**config.mk**
```make
export PLATFORM = sky130hd
export DESIGN_NAME = z80_mem_arbiter_flat
export DESIGN_NICKNAME = d
export VERILOG_FILES = /design/src/rtl/z80_mem_arbiter_if.sv /design/src/rtl/z80_mem_arbiter.sv /design/src/flat_wrapper.sv
export SDC_FILE = /design/constraint.sdc
export NUM_CORES = 1
export LEC_CHECK = 0
export CAP_MARGIN = 25
export CORE_UTILIZATION = 40
export DETAILED_ROUTE_END_ITERATION = 12
export GPL_TIMING_DRIVEN = 0
export PLACE_DENSITY = 0.81
export SLEW_MARGIN = 25
export SYNTH_ARGS = -nofsm -noshare
export SYNTH_HDL_FRONTEND = slang
export SYNTH_SLANG_ARGS = --single-unit
```
**constraint.sdc**
```tcl
create_clock -name clk -period 3.75 [get_ports clk]
set_input_delay 0.375 -clock clk [delete_from_list [all_inputs] [get_ports clk]]
set_output_delay 0.375 -clock clk [all_outputs]
set_load 0.005 [all_outputs]
```
**src/rtl/z80_mem_arbiter_if.sv**
```systemverilog
// Signal bundle between the Z80 bus, the video fetcher, the shared RAM and the arbiter.
// slave is the arbiter's view; master is the view of everything around it.
interface z80_mem_arbiter_if #(
    parameter int AW = 16,
    parameter int DW = 8
);
    logic          cpu_mreq_n;
    logic          cpu_rd_n;
    logic          cpu_wr_n;
    logic          cpu_rfsh_n;
    logic [AW-1:0] cpu_addr;
    logic [DW-1:0] cpu_dout;
    logic [DW-1:0] cpu_din;
    logic          cpu_wait_n;

    logic          vid_req;
    logic [AW-1:0] vid_addr;
    logic          vid_ack;
    logic [DW-1:0] vid_data;

    logic          mem_en;
    logic          mem_we;
    logic [AW-1:0] mem_addr;
    logic [DW-1:0] mem_wdata;
    logic [DW-1:0] mem_rdata;

    modport slave (
        input  cpu_mreq_n, cpu_rd_n, cpu_wr_n, cpu_rfsh_n, cpu_addr, cpu_dout,
        output cpu_din, cpu_wait_n,
        input  vid_req, vid_addr,
        output vid_ack, vid_data,
        output mem_en, mem_we, mem_addr, mem_wdata,
        input  mem_rdata
    );

    modport master (
        output cpu_mreq_n, cpu_rd_n, cpu_wr_n, cpu_rfsh_n, cpu_addr, cpu_dout,
        input  cpu_din, cpu_wait_n,
        output vid_req, vid_addr,
        input  vid_ack, vid_data,
        input  mem_en, mem_we, mem_addr, mem_wdata,
        output mem_rdata
    );
endinterface

```
**src/rtl/z80_mem_arbiter.sv**
```systemverilog
// Shares one single-port RAM (1-cycle registered read) between the Z80 bus and video fetch,
// stalling the CPU through cpu_wait_n until its access has completed.
module z80_mem_arbiter #(
    parameter int AW       = 16,
    parameter int DW       = 8,
    parameter int VID_PRIO = 1
) (
    input  logic              clk,
    input  logic              reset_n,
    z80_mem_arbiter_if.slave  bus
);
    typedef enum logic [2:0] {IDLE, CPU_RD, VID_RD, CPU_LAT, VID_LAT} state_t;
    typedef enum logic {GRANT_CPU, GRANT_VID} grant_t;

    state_t        state_reg,      state_next;
    grant_t        last_grant_reg, last_grant_next;
    logic          cpu_done_reg,   cpu_done_next;
    logic          mem_en_reg,     mem_en_next;
    logic          mem_we_reg,     mem_we_next;
    logic [AW-1:0] mem_addr_reg,   mem_addr_next;
    logic [DW-1:0] mem_wdata_reg,  mem_wdata_next;
    logic [DW-1:0] cpu_din_reg,    cpu_din_next;
    logic [DW-1:0] vid_data_reg,   vid_data_next;
    logic          vid_ack_reg,    vid_ack_next;

    logic cpu_act;
    logic cpu_pend;
    logic vid_pend;
    logic collide_vid;
    logic take_vid;
    logic cpu_complete;

    // Refresh and I/O cycles never qualify, so they are neither served nor stalled.
    assign cpu_act  = !bus.cpu_mreq_n && bus.cpu_rfsh_n && (!bus.cpu_rd_n || !bus.cpu_wr_n);
    assign cpu_pend = cpu_act && !cpu_done_reg;
    // The ack cycle masks the request so a requester that drops vid_req on ack is not refetched.
    assign vid_pend = bus.vid_req && !vid_ack_reg;

    always_comb begin
        collide_vid = 1'b0;
        if (VID_PRIO != 0)
            collide_vid = (last_grant_reg != GRANT_VID);
        else
            collide_vid = (last_grant_reg == GRANT_CPU);
    end

    assign take_vid = vid_pend && (!cpu_pend || collide_vid);

    always_ff @(posedge clk) begin
        if (!reset_n) begin
            state_reg      <= IDLE;
            last_grant_reg <= GRANT_CPU;
            cpu_done_reg   <= 1'b0;
            mem_en_reg     <= 1'b0;
            mem_we_reg     <= 1'b0;
            mem_addr_reg   <= '0;
            mem_wdata_reg  <= '0;
            cpu_din_reg    <= '0;
            vid_data_reg   <= '0;
            vid_ack_reg    <= 1'b0;
        end else begin
            state_reg      <= state_next;
            last_grant_reg <= last_grant_next;
            cpu_done_reg   <= cpu_done_next;
            mem_en_reg     <= mem_en_next;
            mem_we_reg     <= mem_we_next;
            mem_addr_reg   <= mem_addr_next;
            mem_wdata_reg  <= mem_wdata_next;
            cpu_din_reg    <= cpu_din_next;
            vid_data_reg   <= vid_data_next;
            vid_ack_reg    <= vid_ack_next;
        end
    end

    always_comb begin
        state_next      = state_reg;
        last_grant_next = last_grant_reg;
        mem_en_next     = 1'b0;
        mem_we_next     = 1'b0;
        mem_addr_next   = mem_addr_reg;
        mem_wdata_next  = mem_wdata_reg;
        cpu_din_next    = cpu_din_reg;
        vid_data_next   = vid_data_reg;
        vid_ack_next    = 1'b0;
        cpu_complete    = 1'b0;

        case (state_reg)
            IDLE: begin
                if (take_vid) begin
                    mem_en_next     = 1'b1;
                    mem_addr_next   = bus.vid_addr;
                    last_grant_next = GRANT_VID;
                    state_next      = VID_RD;
                end else if (cpu_pend) begin
                    mem_en_next     = 1'b1;
                    mem_addr_next   = bus.cpu_addr;
                    last_grant_next = GRANT_CPU;
                    if (!bus.cpu_wr_n) begin
                        // Writes finish on issue; the CPU is released on the next cycle.
                        mem_we_next    = 1'b1;
                        mem_wdata_next = bus.cpu_dout;
                        cpu_complete   = 1'b1;
                    end else begin
                        state_next = CPU_RD;
                    end
                end
            end
            CPU_RD:  state_next = CPU_LAT;
            CPU_LAT: begin
                cpu_din_next = bus.mem_rdata;
                cpu_complete = 1'b1;
                state_next   = IDLE;
            end
            VID_RD:  state_next = VID_LAT;
            VID_LAT: begin
                vid_data_next = bus.mem_rdata;
                vid_ack_next  = 1'b1;
                state_next    = IDLE;
            end
            default: state_next = IDLE;
        endcase

        // mreq_n high wins, so a read finishing after the strobe dropped cannot block the next one.
        if (bus.cpu_mreq_n)
            cpu_done_next = 1'b0;
        else if (cpu_complete)
            cpu_done_next = 1'b1;
        else
            cpu_done_next = cpu_done_reg;
    end

    assign bus.cpu_wait_n = !reset_n || !(cpu_act && !cpu_done_reg);
    assign bus.cpu_din    = cpu_din_reg;
    assign bus.vid_ack    = vid_ack_reg;
    assign bus.vid_data   = vid_data_reg;
    assign bus.mem_en     = mem_en_reg;
    assign bus.mem_we     = mem_we_reg;
    assign bus.mem_addr   = mem_addr_reg;
    assign bus.mem_wdata  = mem_wdata_reg;
endmodule

```
**src/flat_wrapper.sv**
```systemverilog
// flat-port wrapper written by rule: the top's interface ports become plain ports
module z80_mem_arbiter_flat 
#(
    parameter int AW       = 16,
    parameter int DW       = 8,
    parameter int VID_PRIO = 1
)
  (clk, reset_n, bus_cpu_mreq_n, bus_cpu_rd_n, bus_cpu_wr_n, bus_cpu_rfsh_n, bus_cpu_addr, bus_cpu_dout, bus_cpu_din, bus_cpu_wait_n, bus_vid_req, bus_vid_addr, bus_vid_ack, bus_vid_data, bus_mem_en, bus_mem_we, bus_mem_addr, bus_mem_wdata, bus_mem_rdata);
  z80_mem_arbiter_if #(.AW(AW), .DW(DW)) bus_i ();
  input  logic clk;
  input  logic reset_n;
  input wire logic [$bits(bus_i.cpu_mreq_n)-1:0] bus_cpu_mreq_n;
  input wire logic [$bits(bus_i.cpu_rd_n)-1:0] bus_cpu_rd_n;
  input wire logic [$bits(bus_i.cpu_wr_n)-1:0] bus_cpu_wr_n;
  input wire logic [$bits(bus_i.cpu_rfsh_n)-1:0] bus_cpu_rfsh_n;
  input wire logic [$bits(bus_i.cpu_addr)-1:0] bus_cpu_addr;
  input wire logic [$bits(bus_i.cpu_dout)-1:0] bus_cpu_dout;
  output wire logic [$bits(bus_i.cpu_din)-1:0] bus_cpu_din;
  output wire logic [$bits(bus_i.cpu_wait_n)-1:0] bus_cpu_wait_n;
  input wire logic [$bits(bus_i.vid_req)-1:0] bus_vid_req;
  input wire logic [$bits(bus_i.vid_addr)-1:0] bus_vid_addr;
  output wire logic [$bits(bus_i.vid_ack)-1:0] bus_vid_ack;
  output wire logic [$bits(bus_i.vid_data)-1:0] bus_vid_data;
  output wire logic [$bits(bus_i.mem_en)-1:0] bus_mem_en;
  output wire logic [$bits(bus_i.mem_we)-1:0] bus_mem_we;
  output wire logic [$bits(bus_i.mem_addr)-1:0] bus_mem_addr;
  output wire logic [$bits(bus_i.mem_wdata)-1:0] bus_mem_wdata;
  input wire logic [$bits(bus_i.mem_rdata)-1:0] bus_mem_rdata;
  assign bus_i.cpu_mreq_n = bus_cpu_mreq_n;
  assign bus_i.cpu_rd_n = bus_cpu_rd_n;
  assign bus_i.cpu_wr_n = bus_cpu_wr_n;
  assign bus_i.cpu_rfsh_n = bus_cpu_rfsh_n;
  assign bus_i.cpu_addr = bus_cpu_addr;
  assign bus_i.cpu_dout = bus_cpu_dout;
  assign bus_cpu_din = bus_i.cpu_din;
  assign bus_cpu_wait_n = bus_i.cpu_wait_n;
  assign bus_i.vid_req = bus_vid_req;
  assign bus_i.vid_addr = bus_vid_addr;
  assign bus_vid_ack = bus_i.vid_ack;
  assign bus_vid_data = bus_i.vid_data;
  assign bus_mem_en = bus_i.mem_en;
  assign bus_mem_we = bus_i.mem_we;
  assign bus_mem_addr = bus_i.mem_addr;
  assign bus_mem_wdata = bus_i.mem_wdata;
  assign bus_i.mem_rdata = bus_mem_rdata;
  z80_mem_arbiter #(.AW(AW), .DW(DW), .VID_PRIO(VID_PRIO)) u_core (.clk(clk), .reset_n(reset_n), .bus(bus_i));
endmodule
```
==> results.tsv, run 1 <==
metric	value	unit
Skew-Pair Late Insertion Delay	0.30	ns
Layout area overhead	60.08	%
worst-margin pin slew	0.5876	ns
Worst EP arrival	1.90	ns
# diodes	0	
Routed Antenna Nets	0	
crit path cell chain	clkdlybuf4s50_1 -> nor3b_2 -> nand3_1 -> clkdlybuf4s50_1	
hold crit path type	register to register	
number of flip-flops in the largest register	16	
library cells used by synthesis	32	
CTS Buffer Depth	2	
slowest CP cell	clkdlybuf4s50_1	
crit-path most repeated cell	clkdlybuf4s50_1	
Final Power	1.187	mW
grt ovf	0	
fin. max-slew vios	0	
final design utilization	0.6906	
hold violation count in the final report	0	
FP Rows	24	
Seq. cell area	960.9	sq um
syn_nets	286	
H-tree Lvls	2	
post-DP HPWL	4059	microns
Peak Freq	0.4388	GHz
Root Buffer	clkbuf_8	
internal power	0.8964	mW
WP data required	3.38	ns
commonest non-fill, non-tap cell in the layout	clkdlybuf4s50_1	
Crit. End Element	output port	
post-CTS setup buffers	0	
die width	71.70	microns
outcome	finished, final reports clean	
combinational share of power	0.201	
DR vias/cell	5.183	
critical path peak fanout	7	
nets@finish	391	
minimum hold slack	0.4515	ns
Final WS setup	1.471	ns
Seq/Total Area, Yosys	0.4945	
highest-count cells in the layout ignoring fill and taps	clkdlybuf4s50_1, nand2_1, dfxtp_1	
Global Route Usage Sum	0.2287	
delay-heaviest family, CP	buffers and inverters	
post-CTS sizing	0	
# port buffers	98	
sequential share of power	0.470	
Die Span Y	71.70	microns
Final setup viols	0	
clock transition at the registers of the reported paths	0.09	ns
global-route wire length before repair	9156	microns
Rel. slew slack	0.6074	
RSZ-0062 raised after global routing	no	
Yosys reg bits	48	
critical path class	primary input to output port	
initial antenna violation count	0	
synthesized area	1943	sq um
clock sinks	48	
via count	2016	
final setup TNS	0	ns
Mapped Cells	231	
GPL Wtd Cong	0.8147	
initial DRC count	86	
I/O Pins	99	
Die ar.	5140	sq um
share of layout cells above drive strength 1	0.08309	
max incr delay on CP	0.50	ns
Placeable Area	4504	sq um
switching power	0.2901	mW
Leak	1.111	nW
switching part of the total	0.2445	
Initial Util	0.4314	
total CTS buffers	5	
max cap viols	0	
routed wire length	5413	microns
average wire per standard cell	13.92	microns
syn avg cell area	8.412	sq um
TritonCTS clock tree	yes	
Final period util	0.6077	
vias in the first global route	1973	
number of iterations in the first detailed-routing pass	4	
worst slack at placement	1.405	ns
fillcell total	395	
Tmin final	2.279	ns
post-cts hold buffer count	0	
Post-route DRC	0	
pwr/cell area	381.5	nW/um^2
Synth warnings	0	
Clk network pwr share	0.329	
Worst setup SP type	primary input	
largest net degree at the start of global routing	16	
post-route clock skew	0.004343	ns
CP bufs+invs	2	
multi-input logic area	899.6	sq um
Peak VDD IR	0.1843	mV
cell usage after synthesis:
library cell	number	area, sq um
nand3_1	7	35.03
a31o_2	1	8.760
and2_1	2	12.51
nor3b_2	1	12.51
a21bo_1	1	10.01
dfxtp_1	48	960.9
or3_1	1	6.260
nor3_2	1	10.01
nand3b_1	1	7.510
nand3_2	2	20.02
nand2b_1	3	18.77
and3_1	1	6.260
nand2_1	74	277.8
a311oi_1	15	131.4
nand4_1	1	6.260
a31oi_2	1	12.51
o21ai_0	4	20.02
nor2_1	3	11.26
a21oi_2	1	8.760
buf_2	6	30.03
clkinv_1	2	7.510
buf_6	2	22.52
clkbuf_1	6	22.52
or3_4	1	11.26
o32a_1	1	10.01
o21ai_2	2	17.52
nor3b_1	2	15.01
a21oi_1	33	165.2
nor4b_4	1	23.77
o221a_2	1	11.26
o21ai_1	3	15.01
nor3_1	3	15.01
power groups by stage:
stage	combinational [mW]	sequential, mW	clock (mW)
6_report	0.239	0.557	0.390
5_1_grt	0.262	0.561	0.420
4_1_cts	0.241	0.557	0.396
3_5_place_dp	0.239	0.569	0
3_3_place_gp	0.236	0.568	0
2_1_floorplan	0.0966	0.570	0
stage by stage:
stage	cells	instance area, sq um
floorplan	231	1943
global placement	381	2989
detailed placement	381	2989
CTS	389	3110
global route	389	3110
finish	389	3110
layout make-up:
class,count,share of cell area
Clock inverter,2,0.01247
Buffer,14,0.02414
Sequential cell,48,0.3089
Multi-Input combinational cell,167,0.2892
Timing Repair Buffer,98,0.3154
Tap cell,52,0.02092
Inverter,2,0.002414
Clock buffer,6,0.02655
routing by layer:
metal	wire (microns)	GRT usage
met1	2345	0.2851
met2	2585	0.3711
met3	390	0.07032
met4	91	0.08715
met5	0	0
path summary, 6_finish.rpt:
check	cells after the start	endpoint	slack (ns)	startpoint
max	4	bus_cpu_wait_n	1.47	bus_cpu_rfsh_n
min	2	u_core.bus.mem_wdata[2]$_SDFFE_PN0P_	0.45	u_core.bus.mem_wdata[2]$_SDFFE_PN0P_
max reg2reg	5	u_core.bus.mem_addr[6]$_SDFFE_PN0P_	1.86	u_core.state_reg[0]$_SDFFE_PN0P_
min reg2reg	2	u_core.bus.mem_wdata[2]$_SDFFE_PN0P_	0.45	u_core.bus.mem_wdata[2]$_SDFFE_PN0P_
cells by family after synthesis:
family	count (synthesis)	synth area share
AND/OR/NAND/NOR	104	0.2518
AO/OA/AOI/OAI	63	0.2112
flip-flops	48	0.4945
buffers and inverters	16	0.04250
worst min-delay path: stages, from the launching register on:
cell and delay [ns]:
dfxtp_1 0.32, nand2_1 0.05, o21ai_1 0.05
No activity file was read; power rests on OpenSTA's default activity.
==> run 2, diff against run 1 <==
- CORE_UTILIZATION: 40 -> 39
- PLACE_DENSITY: 0.81 -> 0.8
- clock period: 3.75 -> 2.21 ns (I/O delays scaled with it)
==> results.tsv, run 2 (synthesis gave the netlist of run 1 again) <==
metric	value	unit	change
outcome	finished, final reports clean		unchanged
initial antenna violation count	0		unchanged
# port buffers	98		unchanged
commonest non-fill, non-tap cell in the layout	clkdlybuf4s50_1		unchanged
R2R depth	5		unchanged
delay-heaviest family, CP	buffers and inverters		unchanged
slowest CP cell	clkdlybuf4s50_1		unchanged
vias in the first global route	1768		was 1973
CP bufs+invs	2		unchanged
pwr/cell area	607.3	nW/um^2	was 381.5 nW/um^2
WP data required	1.99	ns	was 3.38 ns
hold violation count in the final report	0		unchanged
Tmin final	1.918	ns	
Leak	1.095	nW	was 1.111 nW
highest-count cells in the layout ignoring fill and taps	clkdlybuf4s50_1, nand2_1, dfxtp_1		unchanged
post-CTS sizing	0		unchanged
clock transition at the registers of the reported paths	0.09	ns	about the same
number of iterations in the first detailed-routing pass	4		unchanged
post-CTS setup buffers	0		unchanged
Peak VDD IR	0.3842	mV	was 0.1843 mV
max cap viols	0		unchanged
H-tree Lvls	2		unchanged
CP Depth	4		unchanged
initial DRC count	45		was 86
share of layout cells above drive strength 1	0.07715		was 0.08309
fillcell total	419		was 395
largest net degree at the start of global routing	14		was 16
Die ar.	5269	sq um	was 5140 sq um
Skew-Pair Late Insertion Delay	0.30	ns	about the same
post-route clock skew	0.006902	ns	was 0.004343 ns
Crit. End Element	output port		unchanged
routed wire length	5155	microns	was 5413 microns
crit-path most repeated cell	clkdlybuf4s50_1		unchanged
worst-margin pin slew	0.5724	ns	was 0.5876 ns
I/O Pins	99		unchanged
TritonCTS clock tree	yes		unchanged
hold crit path type	register to register		unchanged
total CTS buffers	5		unchanged
Worst EP arrival	1.70	ns	was 1.90 ns
clock sinks	48		unchanged
RSZ-0062 raised after global routing	no		unchanged
final setup TNS	0	ns	unchanged
Peak Freq	0.5214	GHz	
CTS Buffer Depth	2		unchanged
crit path cell chain	clkdlybuf4s50_1 -> nor3b_2 -> nand3_1 -> clkdlybuf4s50_1		unchanged
nets@finish	391		unchanged
GPL Wtd Cong	0.8384		was 0.8147
Final WS setup	0.2920	ns	was 1.471 ns
grt ovf	0		unchanged
# diodes	0		unchanged
Global Route Usage Sum	0.2015		was 0.2287
Final setup viols	0		unchanged
FP Rows	25		was 24
worst slack at placement	0.03074	ns	was 1.405 ns
Worst setup SP type	primary input		unchanged
Routed Antenna Nets	0		unchanged
die width	72.59	microns	was 71.70 microns
average wire per standard cell	12.76	microns	was 13.92 microns
Final period util	0.8679		
Layout area overhead	59.43	%	was 60.08%
post-cts hold buffer count	0		unchanged
Placeable Area	4755	sq um	was 4504 sq um
Post-route DRC	0		unchanged
Die Span Y	72.59	microns	was 71.70 microns
DR vias/cell	4.933		was 5.183
via count	1993		was 2016
WHS Path Cells	2		unchanged
Root Buffer	clkbuf_8		unchanged
max incr delay on CP	0.48	ns	was 0.50 ns
critical path class	primary input to output port		unchanged
post-DP HPWL	3796	microns	was 4059 microns
Initial Util	0.4087		was 0.4314
Rel. slew slack	0.6176		was 0.6074
number of flip-flops in the largest register	16		unchanged
global-route wire length before repair	8066	microns	was 9156 microns
critical path peak fanout	7		unchanged
fin. max-slew vios	0		unchanged
==> run 2: changes by cell type in the layout (fill, tap and decap cells not counted) <==
cell       change
clkbuf_1       +2
bufinv_16      -1
clkinv_4       -1
==> run 2: tightest hold or removal path, stage by stage, from the launching register on <==
cell	delay (ns)
dfxtp_1	0.32
nand2_1	0.05
a21oi_1	0.05
==> run 2: path summary, 6_finish.rpt <==
path	startpoint	endpoint	slack, ns
worst min-delay path	u_core.bus.vid_data[3]$_SDFFE_PN0P_	u_core.bus.vid_data[3]$_SDFFE_PN0P_	0.46
worst min register to register	u_core.bus.vid_data[3]$_SDFFE_PN0P_	u_core.bus.vid_data[3]$_SDFFE_PN0P_	0.46
worst max register to register	u_core.cpu_done_reg$_SDFFE_PP0P_	u_core.bus.mem_addr[8]$_SDFFE_PN0P_	0.39
worst max-delay path	bus_cpu_mreq_n	bus_cpu_wait_n	0.29
==> run 2: layer usage <==
metal  track usage  up-vias  part of all wire
li1              -     1017                 -
met1        0.2457      895              0.44
met2        0.3261       71              0.47
met3       0.06354       10             0.067
met4       0.08932        0             0.024
met5             0        -                 0
==> run 2: report_power, final <==
group	switching (mW)	internal [mW]
Combinational	0.166	0.234
Clock	0.279	0.256
Sequential	0.0294	0.917
Total	0.475	1.41
==> run 2: metrics by stage <==
stage / area (sq um) / utilization / total power [mW] / hold WS, ns / cells
after floorplan: 1943 / - / 1.131 / 0.3003 / 231
after global placement: 3008 / 0.6326 / 1.362 / 0.4364 / 396
after detailed placement: 3008 / 0.6326 / 1.368 / 0.4441 / 396
after CTS: 3098 / 0.6516 / 1.904 / 0.4574 / 404
after global routing: 3098 / 0.6516 / 1.965 / 0.4700 / 404
final: 3098 / 0.6516 / 1.881 / 0.4558 / 404
==> run 2: cell type report <==
type,count,area (sq um),area share
multi-input cells,167,899.6,0.2904
inverters,2,7.507,0.002423
well taps,67,83.83,0.02706
flip-flops and latches,48,960.9,0.3102
plain buffers,14,75.07,0.02423
clock buffers,8,90.09,0.02908
repair buffers,98,980.9,0.3166
==> run 3, diff against run 2 <==
==> constraint.sdc (replaced) <==
create_clock -name clk -period 2.21 [get_ports clk]
set_input_delay 0.442 -clock clk [delete_from_list [all_inputs] [get_ports clk]]
set_output_delay 0.442 -clock clk [all_outputs]
set_load 0.005 [all_outputs]
==> results.tsv, run 3 (synthesis gave the netlist of run 1 again) <==
metric	value	unit	change
Worst setup SP type	primary input		unchanged
Hold EP	u_core.bus.vid_data[3]$_SDFFE_PN0P_		unchanged
total CTS buffers	5		unchanged
Skew-Pair Late Insertion Delay	0.30	ns	about the same
Die Span Y	72.59	microns	unchanged
hold violation count in the final report	0		unchanged
die width	72.59	microns	unchanged
pwr/cell area	604.2	nW/um^2	was 607.3 nW/um^2
placed inst area	3008	sq um	unchanged
fin. max-slew vios	0		unchanged
number of iterations in the first detailed-routing pass	4		unchanged
initial antenna violation count	0		unchanged
via count	2000		was 1993
vias in the first global route	1785		was 1768
Crit. End Element	output port		unchanged
Routed Antenna Nets	0		unchanged
fillcell total	418		was 419
Leak	1.113	nW	was 1.095 nW
commonest non-fill, non-tap cell in the layout	clkdlybuf4s50_1		unchanged
Initial Util	0.4087		unchanged
CTS Buffer Depth	2		unchanged
Die ar.	5269	sq um	unchanged
Post-route DRC	0		unchanged
initial DRC count	69		was 45
final setup TNS	0	ns	unchanged
DR vias/cell	4.938		was 4.933
clock transition at the registers of the reported paths	0.08	ns	was 0.09 ns
hold_sp	u_core.bus.vid_data[3]$_SDFFE_PN0P_		unchanged
post-route clock skew	0.007313	ns	was 0.006902 ns
worst-margin pin slew	0.6406	ns	was 0.5724 ns
largest net degree at the start of global routing	14		unchanged
multi-input logic area	908.4	sq um	was 899.6 sq um
Layout area overhead	60.72	%	was 59.43%
critical path peak fanout	10		was 7
Critical R2R Capture	u_core.bus.mem_wdata[1]$_SDFFE_PN0P_		was u_core.bus.mem_addr[8]$_SDFFE_PN0P_
Worst EP arrival	1.75	ns	was 1.70 ns
critical path class	primary input to output port		unchanged
Seq. cell area	960.9	sq um	unchanged
Peak Freq	0.4556	GHz	was 0.5214 GHz
grt ovf	0		unchanged
TritonCTS clock tree	yes		unchanged
Final period util	0.9931		was 0.8679
average wire per standard cell	13.00	microns	was 12.76 microns
design area	3123	sq um	was 3098 sq um
post-DP HPWL	3796	microns	unchanged
Root Buffer	clkbuf_8		unchanged
routed wire length	5263	microns	was 5155 microns
FP Rows	25		unchanged
H-tree Lvls	2		unchanged
WP data required	1.77	ns	was 1.99 ns
# port buffers	98		unchanged
Placeable Area	4755	sq um	unchanged
nets@finish	392		was 391
outcome	finished, final reports clean		unchanged
share of layout cells above drive strength 1	0.08284		was 0.07715
R2R depth	5		unchanged
clock sinks	48		unchanged
Global Route Usage Sum	0.2056		was 0.2015
Peak VDD IR	0.3853	mV	was 0.3842 mV
# diodes	0		unchanged
I/O Pins	99		unchanged
RSZ-0062 raised after global routing	no		unchanged
hold crit path type	register to register		unchanged
reg-to-reg slack, setup	0.39	ns	about the same
highest-count cells in the layout ignoring fill and taps	clkdlybuf4s50_1, nand2_1, dfxtp_1		unchanged
global-route wire length before repair	8252	microns	was 8066 microns
Rel. slew slack	0.5720		was 0.6176
Reg2Reg Launch Point	u_core.state_reg[1]$_SDFFE_PN0P_		was u_core.cpu_done_reg$_SDFFE_PP0P_
number of flip-flops in the largest register	16		unchanged
Final setup viols	0		unchanged
WHS Path Cells	2		unchanged
Tmin final	2.195	ns	was 1.918 ns
max cap viols	0		unchanged
GPL Wtd Cong	0.8384		unchanged
==> run 3: area by class of cell <==
cell class,instances,share of cell area
repair buffers,99,0.3173
flip-flops and latches,48,0.3077
multi-input cells,167,0.2909
clock buffers,8,0.02885
well taps,67,0.02684
plain buffers,14,0.02604
inverters,2,0.002404
==> run 3: repair_timing <==
action	4_1_cts	5_1_grt
hold buffers	0	0
setup endpoints to repair	1	1
pin swaps	1	0
setup buffers	1	0
gates resized for setup	4	1
==> run 3: how the worst max path moves through the flow <==
stage | from | endpoint | slack [ns]
2_1_floorplan | bus_cpu_mreq_n | u_core.bus.mem_addr[14]$_SDFFE_PN0P_ | 0.59
3_3_place_gp | bus_cpu_mreq_n | u_core.bus.mem_addr[6]$_SDFFE_PN0P_ | -0.16
3_5_place_dp | bus_cpu_mreq_n | u_core.bus.mem_addr[8]$_SDFFE_PN0P_ | -0.19
4_1_cts | reset_n | bus_cpu_wait_n | 0.009
5_1_grt | reset_n | bus_cpu_wait_n | 0.002
6_report | reset_n | bus_cpu_wait_n | 0.02
==> run 3: routing by layer <==
metal | wire, microns | vias to the layer above | track usage
met5 | 0 | - | 0
met4 | 121 | 0 | 0.08932
met3 | 356 | 9 | 0.06354
met2 | 2479 | 71 | 0.3323
met1 | 2306 | 901 | 0.2526
li1 | - | 1019 | -
==> run 3: worst max-delay path, stage by stage <==
cell             delay, ns
clkdlybuf4s50_1       0.58
buf_6                 0.18
nand3_1               0.08
clkdlybuf4s50_1       0.47
==> run 3: report_power, final <==
group / internal, mW / switching [mW] / total, mW
Combinational: 0.237 / 0.169 / 0.406
Sequential: 0.917 / 0.0297 / 0.947
Clock: 0.256 / 0.279 / 0.534
==> run 3: per-stage QoR <==
step / power [mW] / hold WS (ns) / util / instances / setup WS [ns]
after floorplan: 1.131 / 0.4447 / - / 231 / 0.5939
after global placement: 1.362 / 0.4364 / 0.6326 / 396 / -0.1596
final: 1.887 / 0.4564 / 0.6568 / 405 / 0.01518
after CTS: 1.909 / 0.4574 / 0.6563 / 405 / 0.009175
after global routing: 1.971 / 0.4772 / 0.6568 / 405 / 0.001978
after detailed placement: 1.368 / 0.4441 / 0.6326 / 396 / -0.1903
==> edit (config.mk and constraints of run 2) <==
`DW` is set to 8 in 3 places; all go to 7.
--- a/src/rtl/z80_mem_arbiter_if.sv
+++ b/src/rtl/z80_mem_arbiter_if.sv
@@ -2,7 +2,7 @@
 // slave is the arbiter's view; master is the view of everything around it.
 interface z80_mem_arbiter_if #(
     parameter int AW = 16,
-    parameter int DW = 8
+    parameter int DW = 7
 );
     logic          cpu_mreq_n;
     logic          cpu_rd_n;
--- a/src/rtl/z80_mem_arbiter.sv
+++ b/src/rtl/z80_mem_arbiter.sv
@@ -2,7 +2,7 @@
 // stalling the CPU through cpu_wait_n until its access has completed.
 module z80_mem_arbiter #(
     parameter int AW       = 16,
-    parameter int DW       = 8,
+    parameter int DW       = 7,
     parameter int VID_PRIO = 1
 ) (
     input  logic              clk,
--- a/src/flat_wrapper.sv
+++ b/src/flat_wrapper.sv
@@ -2,7 +2,7 @@
 module z80_mem_arbiter_flat 
 #(
     parameter int AW       = 16,
-    parameter int DW       = 8,
+    parameter int DW       = 7,
     parameter int VID_PRIO = 1
 )
   (clk, reset_n, bus_cpu_mreq_n, bus_cpu_rd_n, bus_cpu_wr_n, bus_cpu_rfsh_n, bus_cpu_addr, bus_cpu_dout, bus_cpu_din, bus_cpu_wait_n, bus_vid_req, bus_vid_addr, bus_vid_ack, bus_vid_data, bus_mem_en, bus_mem_we, bus_mem_addr, bus_mem_wdata, bus_mem_rdata);
Ports: changed (5 resized); port bits go from 99 to 94. No check against the original RTL was run, so the function may have changed too.
==> edit against run 2 <==
  * Sequential cell count down 3
  * Wire length decreased by 9.8%
  * Critical path type unchanged
  * Highest routed layer unchanged
  * Non-clock buffer count shrank 3
  * Total power rose by 1.1%
  * Critical path depth rose by 2
  * Cell area shrank 2.0%
  * Synthesized area is 1.4% lower
  * Worst setup slack got worse by 190 ps
  * Clock skew increased by 2.5 ps
  * Core utilization decreased by 0.89 points
==> edit: results (changes against run 2) <==
Post-place setup slack: -12.4 ps (-43.1 ps)
Total GRT Usage: 18.1% (-2.0 points)
DR vias: 1736 (-13%)
1st-iter DRT viols: 48 (+6.7%)
Htree depth: 2 (unchanged)
Worst Path Arrival: 1890 ps (+190 ps)
RePlAce Congestion: 0.715 (-15%)
Hold Path Sink: u_core.bus.mem_wdata[0]
I/O Buffers: 93 (-5.1%)
VDD IR-drop max: 0.000475 V (+24%)
Layout cells sized above 1: 10.1% (+2.4 points)
Detailed Place HPWL: 3400 µm (-11%)
Vias in the first global route: 1629 (-7.9%)
Final Hold Viols: 0 (unchanged)
Status: complete, no violations
Reg2reg start: u_core.cpu_done_reg
Worst R2R Setup Slack: 330 ps (-60 ps)
Post-DR wirelength/cell: 13.1 µm (+2.9%)
Number of distinct library cells after synthesis: 37 (+16%)
Worst hold path depth: 2 (unchanged)
Seq/Total Area, Yosys: 47.0% (-2.4 points)
Worst R2R End: u_core.bus.mem_addr[10]
Hold Crit Class: register to register
R2R cell count: 7 (+2)
Pin count of the biggest net entering global routing: 14 (unchanged)
Crit path largest cell delay: 440 ps (-40 ps)
Cell leakage power: 0.00116 µW (+6.2%)
Top post-synthesis cells by area: dfxtp_1, mux2i_1, a211oi_2
Detailed Routing Iterations Pass 1: 4 (unchanged)
Worst Path Max Fanout: 5 (-2)
Measured slew at the worst slew-check pin: 630 ps (+57.8 ps)
Syn Nets: 240 (-16%)
Synth top cells by count: dfxtp_1, mux2i_1, a21oi_1, nor2_1, nand2_1
Critical Path Slowest Stage Cell: clkdlybuf4s50_1
Setup Skew: 9.42 ps (+2.52 ps)
Clock Latency Late Sink: 300 ps (about the same)
Hold wc startpoint: u_core.bus.mem_wdata[0]
Global-route wire length before repair: 7380 µm (-8.6%)
CTS clk-pin slew, worst paths: 80 ps
Initial antenna violation count: 0 (unchanged)
Final #Nets: 340 (-13%)
TritonCTS Buffers: 5 (unchanged)
edit: cells by family (layout without fill, tap and decap cells):
family | Yosys count | count (layout) | synth area share (%)
and+or+nand+nor | 49 | 49 | 13.8
buffers and inverters | 19 | 119 | 5.75
AOI/OAI and AO/OA | 45 | 45 | 18.3
muxes | 29 | 29 | 15.2
DFF | 45 | 45 | 47.0
edit: worst max path at each step:
stage          slack, ps                endpoint                 from  cells after the start
6_report             100          bus_cpu_wait_n       bus_cpu_rfsh_n                      6
5_1_grt              0.5          bus_cpu_wait_n              reset_n                      5
4_1_cts              100          bus_cpu_wait_n              reset_n                      5
3_5_place_dp         -10          bus_cpu_wait_n              reset_n                      5
3_3_place_gp         -20          bus_cpu_wait_n              reset_n                      5
2_1_floorplan        510  u_core.bus.mem_addr[6]  u_core.cpu_done_reg                      7
edit: final cells by class:
| cell class | instances | area [µm²] |
|---|---|---|
| Timing Repair Buffer | 93 | 931 |
| Buffer | 16 | 100 |
| Fill cell | 404 | 1690 |
| Clock buffer | 5 | 68.8 |
| Tap cell | 67 | 83.8 |
| Multi-Input combinational cell | 123 | 905 |
| Clock inverter | 2 | 35.0 |
| Inverter | 3 | 11.3 |
| Sequential cell | 45 | 901 |
edit: timing repair:
action,4_1_cts,5_1_grt
setup buffers,0,0
setup endpoints to repair,1,0
resized for setup,1,0
hold buffers,0,0
endpoints found under the hold margin,0,0
edit: worst max-delay path: cells and delay by family:
family / cells / cell delay [ps]
buf+inv: 3 / 1030
simple gates: 3 / 630
edit: report_power, final:
part           internal, µW  switching (µW)
logic                   250             168
registers               862            28.4
clock network           329             265
total                  1440             462
edit: per-stage QoR:
step,hold slack (ps),TNS [ps],area (µm²),cells,total power (µW)
3_3_place_gp,444,-17.8,2930,347,1320
2_1_floorplan,300,0,1920,187,1100
5_1_grt,483,0,3040,354,1980
6_report,463,0,3040,354,1900
4_1_cts,465,0,3040,354,1920
3_5_place_dp,453,-12.4,2930,347,1330
edit: layer usage:
layer,vias to the layer above,GRT usage [%],share of wire (%)
met2,63,29.8,47
met4,0,5.66,0.84
met3,5,6.39,7.8
li1,866,-,-
met5,-,0,0
met1,802,22.3,44
